--- src/rtl/vctr_frame_seq.sv ---
// Frame sequencer: parses header/length/payload/checksum byte frames from the UART
// receiver into addressed vector-buffer writes, ending each frame with one comp or err pulse.
module vctr_frame_seq #(
   parameter int unsigned DEPTH   = 16,
   parameter logic [7:0]  HDR_IN  = 8'hA5,
   parameter logic [7:0]  HDR_OUT = 8'h5A,
   parameter int unsigned TIMEOUT = 10000,
   localparam int unsigned AW     = (DEPTH > 1) ? $clog2(DEPTH) : 1
) (
   input  logic          clock,
   input  logic          nrst,
   input  logic          rx_valid,
   input  logic [7:0]    rx_byte,
   output logic          vin_we,
   output logic          vout_we,
   output logic [AW-1:0] vec_addr,
   output logic [7:0]    vec_data,
   output logic          comp_in,
   output logic          comp_out,
   output logic          err,
   output logic [1:0]    err_code,
   output logic          busy
);

   localparam int unsigned TW = $clog2(TIMEOUT + 1);

   typedef enum logic [1:0] {IDLE, LEN, PAYLOAD, CSUM} state_t;

   state_t        state, state_nxt;
   logic          sel, sel_nxt;
   logic [7:0]    len, len_nxt;
   logic [7:0]    cnt, cnt_nxt;
   logic [7:0]    csum, csum_nxt;
   logic [TW-1:0] tmo, tmo_nxt;
   logic          vin_we_nxt, vout_we_nxt;
   logic [AW-1:0] addr_nxt;
   logic [7:0]    data_nxt;
   logic          comp_in_nxt, comp_out_nxt, err_nxt, busy_nxt;
   logic [1:0]    err_code_nxt;

   // State and registered outputs
   always_ff @(posedge clock or negedge nrst) begin
      if (!nrst) begin
         state    <= IDLE;
         sel      <= 1'b0;
         len      <= '0;
         cnt      <= '0;
         csum     <= '0;
         tmo      <= '0;
         vin_we   <= 1'b0;
         vout_we  <= 1'b0;
         vec_addr <= '0;
         vec_data <= '0;
         comp_in  <= 1'b0;
         comp_out <= 1'b0;
         err      <= 1'b0;
         err_code <= 2'd0;
         busy     <= 1'b0;
      end else begin
         state    <= state_nxt;
         sel      <= sel_nxt;
         len      <= len_nxt;
         cnt      <= cnt_nxt;
         csum     <= csum_nxt;
         tmo      <= tmo_nxt;
         vin_we   <= vin_we_nxt;
         vout_we  <= vout_we_nxt;
         vec_addr <= addr_nxt;
         vec_data <= data_nxt;
         comp_in  <= comp_in_nxt;
         comp_out <= comp_out_nxt;
         err      <= err_nxt;
         err_code <= err_code_nxt;
         busy     <= busy_nxt;
      end
   end

   // Next state; a received byte takes priority over an expiring timeout
   always_comb begin
      state_nxt    = state;
      sel_nxt      = sel;
      len_nxt      = len;
      cnt_nxt      = cnt;
      csum_nxt     = csum;
      tmo_nxt      = '0;
      vin_we_nxt   = 1'b0;
      vout_we_nxt  = 1'b0;
      addr_nxt     = vec_addr;
      data_nxt     = vec_data;
      comp_in_nxt  = 1'b0;
      comp_out_nxt = 1'b0;
      err_nxt      = 1'b0;
      err_code_nxt = err_code;

      if (rx_valid) begin
         case (state)
            IDLE: begin
               if (rx_byte == HDR_IN) begin
                  state_nxt    = LEN;
                  sel_nxt      = 1'b0;
                  err_code_nxt = 2'd0;
               end else if (rx_byte == HDR_OUT) begin
                  state_nxt    = LEN;
                  sel_nxt      = 1'b1;
                  err_code_nxt = 2'd0;
               end
            end
            LEN: begin
               len_nxt  = rx_byte;
               cnt_nxt  = 8'd0;
               csum_nxt = 8'd0;
               if (rx_byte == 8'd0 || rx_byte > 8'(DEPTH)) begin
                  err_nxt      = 1'b1;
                  err_code_nxt = 2'd1;
                  state_nxt    = IDLE;
               end else begin
                  state_nxt = PAYLOAD;
               end
            end
            PAYLOAD: begin
               data_nxt    = rx_byte;
               addr_nxt    = cnt[AW-1:0];
               vin_we_nxt  = !sel;
               vout_we_nxt = sel;
               csum_nxt    = csum + rx_byte;
               cnt_nxt     = cnt + 8'd1;
               if (cnt == len - 8'd1) state_nxt = CSUM;
            end
            CSUM: begin
               if (rx_byte == csum) begin
                  comp_in_nxt  = !sel;
                  comp_out_nxt = sel;
               end else begin
                  err_nxt      = 1'b1;
                  err_code_nxt = 2'd2;
               end
               state_nxt = IDLE;
            end
            default: state_nxt = IDLE;
         endcase
      end else if (state != IDLE) begin
         if (tmo == TW'(TIMEOUT - 1)) begin
            err_nxt      = 1'b1;
            err_code_nxt = 2'd3;
            state_nxt    = IDLE;
         end else begin
            tmo_nxt = tmo + TW'(1);
         end
      end

      busy_nxt = (state_nxt != IDLE);
   end

endmodule

--- config.mk ---
export PLATFORM = sky130hd
export DESIGN_NAME = vctr_frame_seq
export DESIGN_NICKNAME = d
export VERILOG_FILES = /design/src/rtl/vctr_frame_seq.sv
export SDC_FILE = /design/constraint.sdc
export NUM_CORES = 1
export LEC_CHECK = 0
export ABC_AREA = 0
export CORE_AREA = 2 2 72 125
export CTS_BUF_LIST = sky130_fd_sc_hd__clkbuf_4 sky130_fd_sc_hd__clkbuf_8 sky130_fd_sc_hd__clkbuf_16
export DETAILED_ROUTE_END_ITERATION = 10
export DIE_AREA = 0 0 74 127
export HOLD_SLACK_MARGIN = 0.15
export PLACE_DENSITY = 0.65
export RECOVER_POWER = 50
export SLEW_MARGIN = 25
export SYNTH_ARGS = -nofsm -noshare
export SYNTH_HDL_FRONTEND = slang
export SYNTH_SLANG_ARGS = --single-unit
--- constraint.sdc ---
create_clock -name clock -period 4.05 [get_ports clock]
set_input_delay 0.81 -clock clock [delete_from_list [all_inputs] [get_ports clock]]
set_output_delay 0.81 -clock clock [all_outputs]
set_load 0.01 [all_outputs]
=== Word level (Yosys, flattened, before mapping) ===
Index checks and enable logic that the tools add are counted.
W data, S select, Z words.

* Add/subtract/negate cells: 4
* Magnitude comparators: 1
* Eq/ne operators: 12
* Multiplexer cells: 39
* Reductions and logical operators: 15

{| class="wikitable"
|+ Operator list
! kind !! number
|-
| $mux W14 || 3
|-
| $pmux W8 S2 || 2
|-
| $mux W2 || 14
|-
| $mux W1 || 17
|-
| $eq A8 B8 Y1 || 2
|-
| $add A14 B1 Y14 const B || 1
|-
| $eq A14 B14 Y1 const B || 1
|-
| $reduce_bool A2 Y1 || 6
|-
| $add A8 B1 Y8 const B || 1
|-
| $add A8 B8 Y8 || 1
|-
| $eq A8 B7 Y1 const B || 1
|-
| $eq A8 B8 Y1 const B || 1
|-
| $gt A8 B5 Y1 const B || 1
|-
| $logic_not A8 Y1 || 1
|-
| $pmux W2 S4 || 1
|-
| $sub A8 B1 Y8 const B || 1
|-
| $ne A3 B3 Y1 const B || 2
|-
| $pmux W2 S3 || 1
|-
| $reduce_and A2 Y1 || 3
|-
| $reduce_and A6 Y1 || 1
|-
| $eq A2 B2 Y1 const B || 2
|-
| $ne A4 B1 Y1 const B || 1
|-
| $ne A4 B4 Y1 const B || 1
|-
| $reduce_and A3 Y1 || 1
|-
| other kinds (5) || 5
|}

* Bits in registers: 61
* Input port bits: 11
* Output and inout port bits: 20
* Logic and storage cells: 86

=== Longest topological paths before layout ===
* Depth after elaboration: 6
* Depth in mapped cells: 9
* Gate-level depth less buffers: 8

=== Least setup slack after synthesis ===
No wires, ideal clock.

* Path kind: input to register
* Start: in rx_byte[3]
* End: reg err_code[0]
* Library setup time: 0.128 ns
* Data arrival time: 2.209 ns
* Setup slack: 1.713 ns
* Cell stages on the path: 7
* Path through: ha_1 > nor4_1 > and3_1 > nand2_1 > o21ai_0 > a311oi_2 > mux2_1

* Word-level cells in the longest chain between the ends: 4

{| class="wikitable"
|+ Ends and longest elaborated chain
! element !! line !! source
|-
| start: declaration || 13 || <nowiki>input logic [7:0] rx_byte,</nowiki>
|-
| $gt A8 B5 Y1 (tied with other cells) || 112 || <nowiki>if (rx_byte == 8'd0 || rx_byte > 8'(DEPTH)) begin</nowiki>
|-
| $logic_or A1 B1 Y1 or $mux W2 (tied branches) || 112, 98 ||
|-
| $ne A3 B3 Y1 (no line) or $pmux W2 S3 (tied branches) || - ||
|-
| $reduce_and A6 Y1 (no line) or $mux W2 (tied branches) || - ||
|-
| end signal: assignment || 73 || <nowiki>err_code <= err_code_nxt;</nowiki>
|-
| end: declaration || 21 || <nowiki>output logic [1:0] err_code,</nowiki>
|}

Several ways; a longest one is shown, not always the timed one.
A chain may end at the register's enable or synchronous reset.

=== Worst setup path in the final report ===
Same ends and word-level chain as after synthesis.

==> qor.yml <==
drt:
  wirelength_um: 7469
  drtPass1Iterations: 6
  viasPerCell: 5.300
  num_vias: 2475
  drc_errors: 0
  drtIter0Drc: 130
  detail_route.wl_per_cell_um: 15.99
  route.antenna.remaining_nets: 0
clock_tree:
  clk_latency_ps: 330
  cts-buffers-inserted: 9
  hold_buffers: 0
  cts_root_buf: "clkbuf_16"
  clkSlewWorstSetupHoldPaths_ps: 50
  cts_tree: "built"
  h-tree-depth: 3
  clock_path_buffers: 2
  post_cts_resized: 0
  cts_sinks: 61
  post_cts_buffers: 0
synth:
  ys_ff_latch: 61
  yosysSeqAreaShare_pct: 48.05
  syn-num-nets: 340
  synth_edf_count: 0
  synthDistinctLibCells: 46
  mappedNetlistArea_um2: 3177
  async_flop_share_pct: 100.0
  synthCells: 314
  synth_ff_type: "dfrtp_1"
  syn_avg_cell_area_um2: 10.12
  yosys_warnings: 0
timing:
  period_share_pct: 68.45
  drv_slew: 39
  hold_slack_ps: 468.8
  finalCriticalPeriod_ps: 2772
  worst_pin_slew_ps: 2087
  finalWorstSetupSlack_ps: 1278
  rsz0062_at_grt: "false"
  finalSetupTns_ps: 0
  maxSlewHeadroom_pct: -39.13
  skew_ps: 5.718
  hold_viol: 0
  max_clock_freq_mhz: 360.7
  finalSetupViolCount: 0
cells_and_area:
  nFillCells: 775
  diodes: 0
  nets: 373
  layout-area-overhead-vs-synth_pct: 21.90
  fin_cells: 467
  fin_util_pct: 46.58
  drive_above_1_share_pct: 9.943
die:
  die_h_um: 127
  pin_count: 31
  dieArea_um2: 9398
  rows: 44
  core_um2: 8313
  die_w_um: 74
  initial_utilization_pct: 38.21
critical_path:
  cp-end-kind: "register"
  slowest_delay_ps: 530
  crit_slowest_cell: "clkdlybuf4s50_1"
  required_ps: 4270
  cp_cell_sequence: "clkdlybuf4s50_1 > ha_1 > nor4_1 > and3_1 > nand2_1 > o21ai_0 > a311oi_2 > mux2_1"
  cp_max_fo: 6
  path_class: "in -> reg"
  startpoint_type: "input port"
  r2r_setup_slack_ps: 1850
  arrival_ps: 2990
power_and_ir_drop:
  peakVddDrop_v: 0.0002331
  p_leak_nw: 1.746
  powerDensity_nw_per_um2: 485.8
grt:
  grt_pass1_vias: 2658
  grt_max_degree: 39
  grt-ovfl-total: 0
  grt_usage_pct: 18.27
  grt_pass1_wl_um: 12780
  grt_antenna_before_repair: 0
placement:
  port_buffers: 30
  place_congestion: 0.8905
  dp.cells: 451
  preCtsSetupSlack_ps: 926.7
  dp_hpwl_um: 5502
run_status:
  outcome: "finished, violations left"
  violations: "max-capacitance violations, max-slew violations"
flow_run:
  maxCapViolCount: 1
hold_path:
  hold_class: "reg -> reg"
## state kept, by name, summed over array words and instances, names as in the netlist
name	count
tmo	14
cnt	8
csum	8
len	8
vec_data	8
vec_addr	4
err_code	2
state	2
busy	1
comp_in	1
comp_out	1
err	1
sel	1
vin_we	1
vout_we	1
## cell type report
type                       count  area (um^2)  area share (%)
multi-input combinational    232         1567           40.45
sequential                    61         1526           39.42
timing repair buffer          32        302.8           7.819
clock buffer                   9        225.2           5.816
tap                          115        143.9           3.716
clock inverter                 7        66.31           1.712
inverter                      11        41.29           1.066
## cells in the mapped netlist (all sizes together) (2+ instances only)
master | n | area [um^2]
mux2 | 21 | 236.5
nand3 | 12 | 60.06
o31ai | 3 | 22.52
nand3b | 2 | 15.01
nor2b | 3 | 18.77
nand2 | 40 | 150.1
xor2 | 16 | 140.1
and3 | 8 | 50.05
nor4 | 6 | 37.54
nor2 | 30 | 112.6
inv | 11 | 41.29
a31oi | 3 | 18.77
mux2i | 2 | 20.02
a21o | 2 | 15.01
nand4 | 7 | 43.79
dfrtp | 61 | 1526
nor3 | 3 | 15.01
buf | 3 | 16.26
clkbuf | 7 | 26.28
o21ai | 18 | 90.09
xnor2 | 15 | 131.4
a21oi | 7 | 35.03
ha | 14 | 175.2
or3 | 2 | 12.51
## path summary, 6_finish.rpt
path                            startpoint           to  cells past startpoint
worst max register to register    state[0]  vec_data[3]                      4
worst min-delay path                tmo[0]       tmo[0]                      1
max in group asynchronous             nrst          err                      2
worst max-delay path            rx_byte[3]  err_code[0]                      8
min in group asynchronous             nrst      csum[3]                      1
worst min register to register      tmo[0]       tmo[0]                      1
## worst max-delay path: cells and delay by family
family                     cells  cell delay (ps)
muxes                          1              350
and+or+nand+nor                3              410
AOI/OAI and AO/OA              2              450
adders and majority gates      1              430
buffers and inverters          1              530
## layer usage
metal,GRT usage (%),vias up,share of wire [%]
li1,-,1164,-
met1,18.49,1230,37
met2,30.99,57,54
met3,5.836,24,4.1
met4,12.09,0,5.1
met5,0,-,0
## cells by family (layout without fill, tap and decap cells)
group | count (synthesis) | after routing | synth area share (%)
buffers and inverters | 21 | 59 | 2.639
AND/OR/NAND/NOR | 118 | 118 | 17.45
flip-flops | 61 | 61 | 48.05
multiplexers | 23 | 23 | 8.074
adder cells (fa/ha/maj) | 15 | 15 | 6.144
XOR/XNOR | 31 | 31 | 8.547
AO/OA/AOI/OAI | 45 | 45 | 9.098
## per-stage QoR
step           total power, W  area [um^2]
2_1_floorplan        0.001003         3177
3_3_place_gp         0.001136         3588
3_5_place_dp         0.001146         3588
4_1_cts              0.001897         3880
5_1_grt              0.001979         3872
6_report             0.001881         3872
## layout by cell type, fill, tap and decap left out, types with 7 or more instances in the layout
| cell | instances |
|---|---|
| xnor2_1 | 15 |
| dlygate4sd3_1 | 8 |
| nor2_1 | 30 |
| nand2_1 | 40 |
| xor2_1 | 16 |
| nand3_1 | 12 |
| dfrtp_1 | 61 |
| nand4_1 | 7 |
| mux2_2 | 17 |
| and3_1 | 8 |
| clkbuf_16 | 9 |
| o21ai_0 | 16 |
| clkdlybuf4s50_1 | 21 |
| a21oi_1 | 7 |
| ha_1 | 14 |
| inv_1 | 11 |
## where the power goes
group,total [W],leakage (nW),switching (W),internal (W)
logic,0.000381,0.770,0.000190,0.000191
clock network,0.000746,0.145,0.000275,0.000472
registers,0.000754,0.830,0.0000766,0.000678
total,0.00188,1.75,0.000541,0.00134
Power figures use the tool's default switching activity.
